==> config.mk <==
export PLATFORM = sky130hd
export DESIGN_NAME = lsu_byte_serial_flat
export DESIGN_NICKNAME = d
export VERILOG_FILES = /design/src/rtl/lsu_byte_serial_if.sv /design/src/rtl/lsu_byte_serial.sv /design/src/flat_wrapper.sv
export SDC_FILE = /design/constraint.sdc
export NUM_CORES = 1
export LEC_CHECK = 0
export ABC_AREA = 0
export CAP_MARGIN = 20
export CORE_MARGIN = 3
export CORE_UTILIZATION = 54
export CTS_BUF_LIST = sky130_fd_sc_hd__clkbuf_4 sky130_fd_sc_hd__clkbuf_8
export DETAILED_ROUTE_END_ITERATION = 12
export GPL_TIMING_DRIVEN = 0
export PLACE_DENSITY = 0.88
export REMOVE_ABC_BUFFERS = 1
export SYNTH_ARGS = -nofsm -noshare
export SYNTH_HDL_FRONTEND = slang
export SYNTH_SLANG_ARGS = --single-unit
export TNS_END_PERCENT = 5
==> constraint.sdc <==
create_clock -name clk -period 5.55 [get_ports clk]
set_input_delay 1.11 -clock clk [delete_from_list [all_inputs] [get_ports clk]]
set_output_delay 1.11 -clock clk [all_outputs]
set_load 0.05 [all_outputs]
==> src/rtl/lsu_byte_serial_if.sv <==
// Byte-wide memory port between the load/store stage and the memory arbiter.
// Latency: n/a (signal bundle only).
// Backpressure: the arbiter grants by holding mem_gnt_i high while mem_req_o is high.
interface lsu_byte_serial_if #(
    parameter int ADDR_W = 32
);
    logic              mem_req_o;
    logic              mem_gnt_i;
    logic [ADDR_W-1:0] mem_a_o;
    logic              mem_wr_o;
    logic [7:0]        mem_dout_o;
    logic [7:0]        mem_din_i;

    // Load/store stage side
    modport master (
        output mem_req_o,
        output mem_a_o,
        output mem_wr_o,
        output mem_dout_o,
        input  mem_gnt_i,
        input  mem_din_i
    );

    // Arbiter / memory side
    modport slave (
        input  mem_req_o,
        input  mem_a_o,
        input  mem_wr_o,
        input  mem_dout_o,
        output mem_gnt_i,
        output mem_din_i
    );
endinterface

==> src/rtl/lsu_byte_serial.sv <==
// Load/store stage: ALU results pass through; 1/2/4-byte accesses run byte-serially on an 8-bit port.
// Latency: pass-through and rejects 0 cycles; store g+N+1, load g+N+RD_LAT+1 cycles (g = first grant cycle).
// Backpressure: stall_o holds the upstream pipeline until DONE; grant loss repeats the current byte.
module lsu_byte_serial #(
    parameter int XLEN       = 32,
    parameter int ADDR_W     = 32,
    parameter int REG_ADDR_W = 5,
    parameter int RD_LAT     = 2
) (
    input  logic                  clk,
    input  logic                  rst,
    input  logic [XLEN-1:0]       rd_data_i,
    input  logic [REG_ADDR_W-1:0] rd_addr_i,
    input  logic                  rd_enable_i,
    input  logic                  load_i,
    input  logic                  store_i,
    input  logic [2:0]            funct3_i,
    input  logic [ADDR_W-1:0]     mem_addr_i,
    output logic [XLEN-1:0]       rd_data_o,
    output logic [REG_ADDR_W-1:0] rd_addr_o,
    output logic                  rd_enable_o,
    output logic                  stall_o,
    output logic                  misalign_o,
    lsu_byte_serial_if.master     mem_if
);

    typedef enum logic [2:0] {
        S_IDLE,
        S_REQ,
        S_XFER,
        S_WAIT,
        S_DONE
    } state_t;

    state_t state, state_nxt;

    // Request decode (only meaningful while IDLE; inputs are held while stalled)
    logic       mem_op;
    logic       is_load;
    logic       legal_f3;
    logic       misaligned;
    logic       reject;
    logic       accept;
    logic [2:0] dec_n;

    // Captured transfer context
    logic [ADDR_W-1:0]     base_q;
    logic [2:0]            n_q;
    logic                  load_q;
    logic                  uns_q;
    logic [31:0]           sdata_q;
    logic [REG_ADDR_W-1:0] rdaddr_q;
    logic [2:0]            k_q;
    logic [31:0]           ldata_q;

    // Read-return tracking: one slot per cycle of read latency
    logic       pv_q [RD_LAT];
    logic [1:0] pk_q [RD_LAT];

    logic            k_last;
    logic            rd_issue;
    logic            cap_vld;
    logic [1:0]      cap_k;
    logic            last_cap;
    logic [XLEN-1:0] ld_ext;

    assign mem_op   = load_i | store_i;
    assign is_load  = load_i;
    assign k_last   = (k_q == (n_q - 3'd1));
    assign rd_issue = (state == S_XFER) && mem_if.mem_gnt_i && load_q;
    assign cap_vld  = pv_q[RD_LAT-1];
    assign cap_k    = pk_q[RD_LAT-1];
    assign last_cap = cap_vld && ({1'b0, cap_k} == (n_q - 3'd1));
    assign accept   = mem_op && !reject;

    // Decode access size, funct3 legality and alignment of the presented access
    always_comb begin
        dec_n = 3'd0;
        case (funct3_i[1:0])
            2'b00:   dec_n = 3'd1;
            2'b01:   dec_n = 3'd2;
            2'b10:   dec_n = 3'd4;
            default: dec_n = 3'd0;
        endcase
        if (is_load) begin
            legal_f3 = funct3_i inside {3'b000, 3'b001, 3'b010, 3'b100, 3'b101};
        end else begin
            legal_f3 = funct3_i inside {3'b000, 3'b001, 3'b010};
        end
        misaligned = ((dec_n == 3'd2) && mem_addr_i[0]) ||
                     ((dec_n == 3'd4) && (mem_addr_i[1:0] != 2'b00));
        reject     = mem_op && (!legal_f3 || misaligned);
    end

    // Extend the assembled load value to register width
    always_comb begin
        ld_ext       = '0;
        ld_ext[31:0] = ldata_q;
        if (n_q == 3'd1) begin
            ld_ext = {{(XLEN-8){ldata_q[7] & ~uns_q}}, ldata_q[7:0]};
        end else if (n_q == 3'd2) begin
            ld_ext = {{(XLEN-16){ldata_q[15] & ~uns_q}}, ldata_q[15:0]};
        end
    end

    // FSM state register
    always_ff @(posedge clk) begin
        if (rst) begin
            state <= S_IDLE;
        end else begin
            state <= state_nxt;
        end
    end

    // FSM next state and all block outputs; everything forced to zero during reset
    always_comb begin
        state_nxt         = state;
        rd_data_o         = '0;
        rd_addr_o         = '0;
        rd_enable_o       = 1'b0;
        stall_o           = 1'b0;
        misalign_o        = 1'b0;
        mem_if.mem_req_o  = 1'b0;
        mem_if.mem_a_o    = '0;
        mem_if.mem_wr_o   = 1'b0;
        mem_if.mem_dout_o = 8'h00;

        case (state)
            S_IDLE: begin
                if (accept) begin
                    state_nxt = S_REQ;
                end
            end
            S_REQ: begin
                if (mem_if.mem_gnt_i) begin
                    state_nxt = S_XFER;
                end
            end
            S_XFER: begin
                if (!mem_if.mem_gnt_i) begin
                    state_nxt = S_REQ;
                end else if (k_last) begin
                    state_nxt = load_q ? S_WAIT : S_DONE;
                end
            end
            S_WAIT: begin
                if (last_cap) begin
                    state_nxt = S_DONE;
                end
            end
            S_DONE: begin
                state_nxt = S_IDLE;
            end
            default: begin
                state_nxt = S_IDLE;
            end
        endcase

        if (!rst) begin
            case (state)
                S_IDLE: begin
                    if (!mem_op) begin
                        rd_data_o   = rd_data_i;
                        rd_addr_o   = rd_addr_i;
                        rd_enable_o = rd_enable_i;
                    end else if (reject) begin
                        misalign_o = 1'b1;
                    end else begin
                        stall_o = 1'b1;
                    end
                end
                S_REQ: begin
                    stall_o          = 1'b1;
                    mem_if.mem_req_o = 1'b1;
                end
                S_XFER: begin
                    stall_o           = 1'b1;
                    mem_if.mem_req_o  = 1'b1;
                    mem_if.mem_a_o    = base_q + ADDR_W'(k_q);
                    mem_if.mem_wr_o   = ~load_q;
                    mem_if.mem_dout_o = load_q ? 8'h00 : sdata_q[{k_q[1:0], 3'b000} +: 8];
                end
                S_WAIT: begin
                    stall_o = 1'b1;
                end
                S_DONE: begin
                    if (load_q) begin
                        rd_data_o   = ld_ext;
                        rd_addr_o   = rdaddr_q;
                        rd_enable_o = rd_enable_i;
                    end
                end
                default: begin
                    stall_o = 1'b0;
                end
            endcase
        end
    end

    // Capture transfer context on accept, advance the byte counter on granted beats, assemble load bytes
    always_ff @(posedge clk) begin
        if (rst) begin
            base_q   <= '0;
            n_q      <= 3'd0;
            load_q   <= 1'b0;
            uns_q    <= 1'b0;
            sdata_q  <= 32'h0;
            rdaddr_q <= '0;
            k_q      <= 3'd0;
            ldata_q  <= 32'h0;
        end else begin
            if ((state == S_IDLE) && accept) begin
                base_q   <= mem_addr_i;
                n_q      <= dec_n;
                load_q   <= is_load;
                uns_q    <= funct3_i[2];
                sdata_q  <= rd_data_i[31:0];
                rdaddr_q <= rd_addr_i;
                k_q      <= 3'd0;
                ldata_q  <= 32'h0;
            end else begin
                if ((state == S_XFER) && mem_if.mem_gnt_i) begin
                    k_q <= k_q + 3'd1;
                end
                if (cap_vld) begin
                    ldata_q[{cap_k, 3'b000} +: 8] <= mem_if.mem_din_i;
                end
            end
        end
    end

    // Delay line marking which byte index returns on mem_din_i in each cycle
    always_ff @(posedge clk) begin
        if (rst) begin
            for (int i = 0; i < RD_LAT; i++) begin
                pv_q[i] <= 1'b0;
                pk_q[i] <= 2'd0;
            end
        end else begin
            pv_q[0] <= rd_issue;
            pk_q[0] <= k_q[1:0];
            for (int i = 1; i < RD_LAT; i++) begin
                pv_q[i] <= pv_q[i-1];
                pk_q[i] <= pk_q[i-1];
            end
        end
    end

endmodule

==> src/flat_wrapper.sv <==
// flat-port wrapper written by rule: the top's interface ports become plain ports
module lsu_byte_serial_flat 
#(
    parameter int XLEN       = 32,
    parameter int ADDR_W     = 32,
    parameter int REG_ADDR_W = 5,
    parameter int RD_LAT     = 2
)
  (clk, rst, rd_data_i, rd_addr_i, rd_enable_i, load_i, store_i, funct3_i, mem_addr_i, rd_data_o, rd_addr_o, rd_enable_o, stall_o, misalign_o, mem_if_mem_req_o, mem_if_mem_a_o, mem_if_mem_wr_o, mem_if_mem_dout_o, mem_if_mem_gnt_i, mem_if_mem_din_i);
  lsu_byte_serial_if #(.ADDR_W(ADDR_W)) mem_if_i ();
  input  logic clk;
  input  logic rst;
  input  logic [XLEN-1:0] rd_data_i;
  input  logic [REG_ADDR_W-1:0] rd_addr_i;
  input  logic rd_enable_i;
  input  logic load_i;
  input  logic store_i;
  input  logic [2:0] funct3_i;
  input  logic [ADDR_W-1:0] mem_addr_i;
  output logic [XLEN-1:0] rd_data_o;
  output logic [REG_ADDR_W-1:0] rd_addr_o;
  output logic rd_enable_o;
  output logic stall_o;
  output logic misalign_o;
  output wire logic [$bits(mem_if_i.mem_req_o)-1:0] mem_if_mem_req_o;
  output wire logic [$bits(mem_if_i.mem_a_o)-1:0] mem_if_mem_a_o;
  output wire logic [$bits(mem_if_i.mem_wr_o)-1:0] mem_if_mem_wr_o;
  output wire logic [$bits(mem_if_i.mem_dout_o)-1:0] mem_if_mem_dout_o;
  input wire logic [$bits(mem_if_i.mem_gnt_i)-1:0] mem_if_mem_gnt_i;
  input wire logic [$bits(mem_if_i.mem_din_i)-1:0] mem_if_mem_din_i;
  assign mem_if_mem_req_o = mem_if_i.mem_req_o;
  assign mem_if_mem_a_o = mem_if_i.mem_a_o;
  assign mem_if_mem_wr_o = mem_if_i.mem_wr_o;
  assign mem_if_mem_dout_o = mem_if_i.mem_dout_o;
  assign mem_if_i.mem_gnt_i = mem_if_mem_gnt_i;
  assign mem_if_i.mem_din_i = mem_if_mem_din_i;
  lsu_byte_serial #(.XLEN(XLEN), .ADDR_W(ADDR_W), .REG_ADDR_W(REG_ADDR_W), .RD_LAT(RD_LAT)) u_core (.clk(clk), .rst(rst), .rd_data_i(rd_data_i), .rd_addr_i(rd_addr_i), .rd_enable_i(rd_enable_i), .load_i(load_i), .store_i(store_i), .funct3_i(funct3_i), .mem_addr_i(mem_addr_i), .rd_data_o(rd_data_o), .rd_addr_o(rd_addr_o), .rd_enable_o(rd_enable_o), .stall_o(stall_o), .misalign_o(misalign_o), .mem_if(mem_if_i));
endmodule
# Word-level counts from Yosys, hierarchy flattened
# Memories as Yosys holds them, arrays and structs flattened.
# Cells that the tools add are included.
[word_totals]
in_bits = 86
register_bits = 112
rom_bits = 0
mem_bits_rw = 6
mem_count = 2
output_inout_bits = 82
latch_bits = 0
[classes]
n_div = 0
n_eq_ne = 20
shifts = 3
addsub = 4
n_mux = 48
order_cmp = 0
reduce_logical = 22
n_mul = 0
n_bitwise = 9
[mem_list]
columns = ["memory", "depth", "word_bits", "read_ports", "rd_clocked_by_memory_dff", "write_ports", "line_no", "rtl"]
rows = [
  ["u_core.pk_q", 2, 2, 2, 0, 2, "lsu_byte_serial.sv:58", "logic [1:0] pk_q [RD_LAT];"],
  ["u_core.pv_q", 2, 1, 2, 0, 2, "lsu_byte_serial.sv:57", "logic pv_q [RD_LAT];"],
]
[op_table]
columns = ["operator", "count"]
rows = [
  ["32-bit 2-to-1 mux", 7],
  ["32-bit one-hot mux with 2 select lines", 1],
  ["32-bit by 3-bit adder with 32-bit output", 1],
  ["32-bit bitwise mux", 1],
  ["8-bit by 7-bit variable shift with 32-bit output (first input constant)", 1],
  ["32-bit by 6-bit indexed part select with 8-bit output", 1],
  ["8-bit by 7-bit indexed part select with 32-bit output", 1],
  ["8-bit 2-to-1 mux", 3],
  ["1-bit 2-to-1 mux", 20],
  ["3-bit 2-to-1 mux", 6],
  ["3-bit by 2-bit equality test with 1-bit output (second input constant)", 5],
  ["5-bit 2-to-1 mux", 3],
  ["3-bit equality test (second input constant)", 4],
  ["3-bit one-hot mux with 4 select lines", 1],
  ["5-bit one-hot mux with 2 select lines", 1],
  ["3-bit by 1-bit equality test with 1-bit output (second input constant)", 3],
  ["3-bit one-hot mux with 3 select lines", 1],
  ["1-bit logical AND", 8],
  ["5-bit negation with 7-bit output", 1],
  ["3-bit logical NOT", 2],
  ["1-bit OR", 5],
  ["5-bit nonzero test", 1],
  ["2-bit 2-to-1 mux", 2],
  ["2-bit by 1-bit inequality test with 1-bit output (second input constant)", 2],
  ["other kinds (19)", 25],
]

# Longest topological paths before layout
[logic_depth]
depth_word = 11
ltp_mapped = 9

# Least setup slack after synthesis
# Ideal clock, no wire load.
[synth_timing]
path_type = "input -> output"
from = "input rst"
to = "output misalign_o"
path_buffers = 1
slack_ns = 1.395
path_stages = 3
arrival_time_ns = 3.045
path_cell_list = "or3_1 -> clkbuf_1 -> nor4_1"
[synth_between]
elab_chain_cells = 1
[synth_lines]
columns = ["element", "line_no", "rtl"]
rows = [
  ["from (decl)", "flat_wrapper.sv:12", "input logic rst;"],
  ["1-bit 2-to-1 mux", "lsu_byte_serial.sv:159", "if (!rst) begin"],
  ["to (decl)", "flat_wrapper.sv:24", "output logic misalign_o;"],
]
# No other way between the ends.

# Worst setup path in the final report
[layout_timing]
from = "register u_core.k_q[1]"
to = "output mem_if_mem_a_o[25]"
[layout_between]
elab_chain_cells = 3
[layout_lines]
columns = ["element", "line_no", "rtl"]
rows = [
  ["from (decl)", "lsu_byte_serial.sv:53", "logic [2:0] k_q;"],
  ["from (signal assigned)", "lsu_byte_serial.sv:223", "k_q <= k_q + 3'd1;"],
  ["32-bit by 3-bit adder with 32-bit output", "lsu_byte_serial.sv:179", "mem_if.mem_a_o = base_q + ADDR_W'(k_q);"],
  ["32-bit 2-to-1 mux", "lsu_byte_serial.sv:160", "case (state)"],
  ["32-bit 2-to-1 mux", "lsu_byte_serial.sv:159", ""],
  ["to (decl)", "flat_wrapper.sv:26", "output wire logic [$bits(mem_if_i.mem_a_o)-1:0] mem_if_mem_a_o;"],
]
# No other way between the ends.

==> out/metrics.cfg <==
[power]
power.leakage_nw=2.82
power_frac_comb_pct=17.2
p_int_mw=1.50
p_total_mw=2.11
seqPwrFrac_pct=43.8
clkPwrFrac_pct=38.9
pwr_density_cell_nw_per_um2=255
p_sw_mw=0.610
switching_share_pct=28.9
ir_drop_mv=0.191

[final_layout]
final_common_cell=nand2_1
design_area_um2=8270
layout_common_cells=nand2_1, clkdlybuf4s50_1, dfxtp_1
nNetsFinal=1045
layout-drive-gt1-share_pct=6.47
syn2layout_area_growth_pct=35.3
fin_util_pct=75.7
num_antenna_cells=0

[critical_path]
endpoint_kind=output pin
cp.arrival_ps=4120
cp.depth=7
worstSetupStartpointType=register
cpPeakStageDelay_ps=890
reg2reg_slack_ps=2300
worstPathCellList=ha_1 > a21o_1 > a21oi_1 > or3_1 > o21ai_0 > a21oi_1 > clkdlybuf4s50_1
worstSetupPathType=reg2out
reg2reg_depth=5
cp_num_buf_inv=1
critPathTopFamily=compound AO/OA/AOI/OAI gates
r2r-end=u_core.ldata_q[10]$_SDFFE_PP0P_
crit_path_end=mem_if_mem_a_o[25]
crit_required_ps=4440
cp_common_cell=a21oi_1
startpoint=u_core.k_q[1]$_SDFFE_PP0P_
path_max_fanout=14
crit_slowest_cell=dfxtp_1
r2r-start=u_core.state[1]$_SDFFE_PP0P_

[synthesis]
avgSynthCellArea_um2=7.52
synthCells=813
synth_edf_count=0
synth_warnings=0
synthArstFlopShare_pct=0
synthesis.area_um2=6110
yosysSeqAreaShare_pct=38.6
synth_seq_cells=118
synth_cell_types=45
synth_top_flop_cell=dfxtp_1

[cts]
cts_tree=done
cts_setup_buffers=0
cts_buffer_depth=2
cts_buffers=17
clockRootBuffer=clkbuf_8
h-tree-depth=4
cts_sinks=118
cts.clk_slew.worst_paths_ps=80
ctsHoldBuffers=0
cts_resized=0
clk_latency_ps=430

[sta]
fin_crit_sh_pct=94.2
tightest_slew_ps=1030
hold_ws_ps=437
slew_headroom_pct=30.5
drv_slew=0
hold_violations=0
setup_viol=0
tns_ps=0
period_needed_ps=5230
rsz0062_at_grt=false
timing.fmax_mhz=191
fin_skew_ps=11.9

[drt]
wl_per_cell_um=17.3
viasPerCell=5.92
postRouteAntennaNets=0
first_pass_iters=8
vias=6503
drc=0
drt_iter0_markers=752
wl_um=19000

[min_path]
hold_class=reg2reg

[grt]
gr-usage-all-layers_pct=29.4
grt_pass1_wl_um=30400
grt_max_degree=84
grt_pass1_vias=6119
grt_antenna_before_repair=0
overflow=0

[floorplanning]
die_y_um=112
io_pins=168
dieArea_um2=12600
start_util_pct=55.9
core_um2=10900
die_w_um=112
row_count=38

[place]
gp_congestion=0.854
place_hpwl_um=12600
port_buffers=167
placed_area_um2=7850

[flow_run]
maxCapViolations=0

[run_status]
status=complete, no violations

==> cells in the mapped netlist, drive strengths merged, types with 3 or more instances <==
library cell | n | area share (%)
a21oi | 107 | 8.8
a22oi | 61 | 7.5
and2 | 9 | 0.92
and3 | 10 | 1.0
and4 | 3 | 0.43
buf | 9 | 0.61
clkbuf | 50 | 3.1
dfxtp | 118 | 39
ha | 12 | 2.5
inv | 7 | 0.43
mux4 | 8 | 2.9
nand2 | 175 | 11
nand2b | 6 | 0.61
nand3 | 15 | 1.3
nand4 | 9 | 0.92
nor2 | 98 | 6.0
nor2b | 7 | 0.72
nor3 | 7 | 0.57
nor4 | 8 | 0.92
nor4b | 3 | 0.43
o21ai | 28 | 2.3
or3 | 8 | 0.84
xnor2 | 11 | 1.6
xor2 | 22 | 3.2
==> power by group through the flow <==
stage | registers [mW] | clock network (mW) | logic [mW]
final | 0.924 | 0.821 | 0.363
after detailed placement | 0.941 | 0 | 0.358
after CTS | 0.922 | 0.824 | 0.361
after global placement | 0.939 | 0 | 0.348
after global routing | 0.928 | 0.866 | 0.393
after floorplan | 0.931 | 0 | 0.198
==> final cells by class <==
class                      count  area [um^2]
clock buffer                  20          263
clock inverter                12          154
fill                         859         2660
inverter                       8         30.0
multi-input combinational    628         3530
sequential                   118         2360
tap                          140          175
timing repair buffer         173         1760
==> metrics by stage <==
stage,cells,worst slack [ps]
3_3_place_gp,1061,-2580
5_1_grt,1099,22.0
3_5_place_dp,1067,83.6
4_1_cts,1099,81.7
6_report,1099,321
2_1_floorplan,754,1160
==> how the worst min path moves through the flow <==
stage	from	to	slack [ps]	cells past startpoint
global route	u_core.pv_q[0][0]$_SDFF_PP0_	u_core.pv_q[0][1]$_SDFF_PP0_	460	1
finish	u_core.pk_q[0][1]$_SDFF_PP0_	u_core.pk_q[0][3]$_SDFF_PP0_	440	1
global placement	u_core.pk_q[0][1]$_SDFF_PP0_	u_core.pk_q[0][3]$_SDFF_PP0_	420	1
detailed placement	u_core.pk_q[0][1]$_SDFF_PP0_	u_core.pk_q[0][3]$_SDFF_PP0_	420	1
CTS	u_core.pk_q[0][1]$_SDFF_PP0_	u_core.pk_q[0][3]$_SDFF_PP0_	440	1
floorplan	u_core.pk_q[0][0]$_SDFF_PP0_	u_core.pk_q[0][2]$_SDFF_PP0_	410	1
==> cells by family after synthesis <==
family,after synthesis,synth area share [%]
muxes,10,3.27
buffers and inverters,67,4.18
xor gates and xnor gates,33,4.73
and+or+nand+nor,364,26.3
DFF,118,38.6
AOI/OAI and AO/OA,208,20.1
adders and majority gates,13,2.78
==> metal layers <==
layer,up-vias,track usage (%),routed length (um)
li1,3075,-,-
met1,3060,38.2,7840
met2,327,47.2,9170
met3,41,6.95,1510
met4,0,12.4,487
met5,-,0,0
==> state kept, by name, summed over array words and instances (netlist names) <==
register and flops:
u_core.base_q 32, u_core.ldata_q 32, u_core.sdata_q 32, u_core.rdaddr_q 5
u_core.pk_q 4, u_core.k_q 3, u_core.n_q 3, u_core.state 3
u_core.pv_q 2, u_core.load_q 1, u_core.uns_q 1
(Power assumes the default switching activity.)
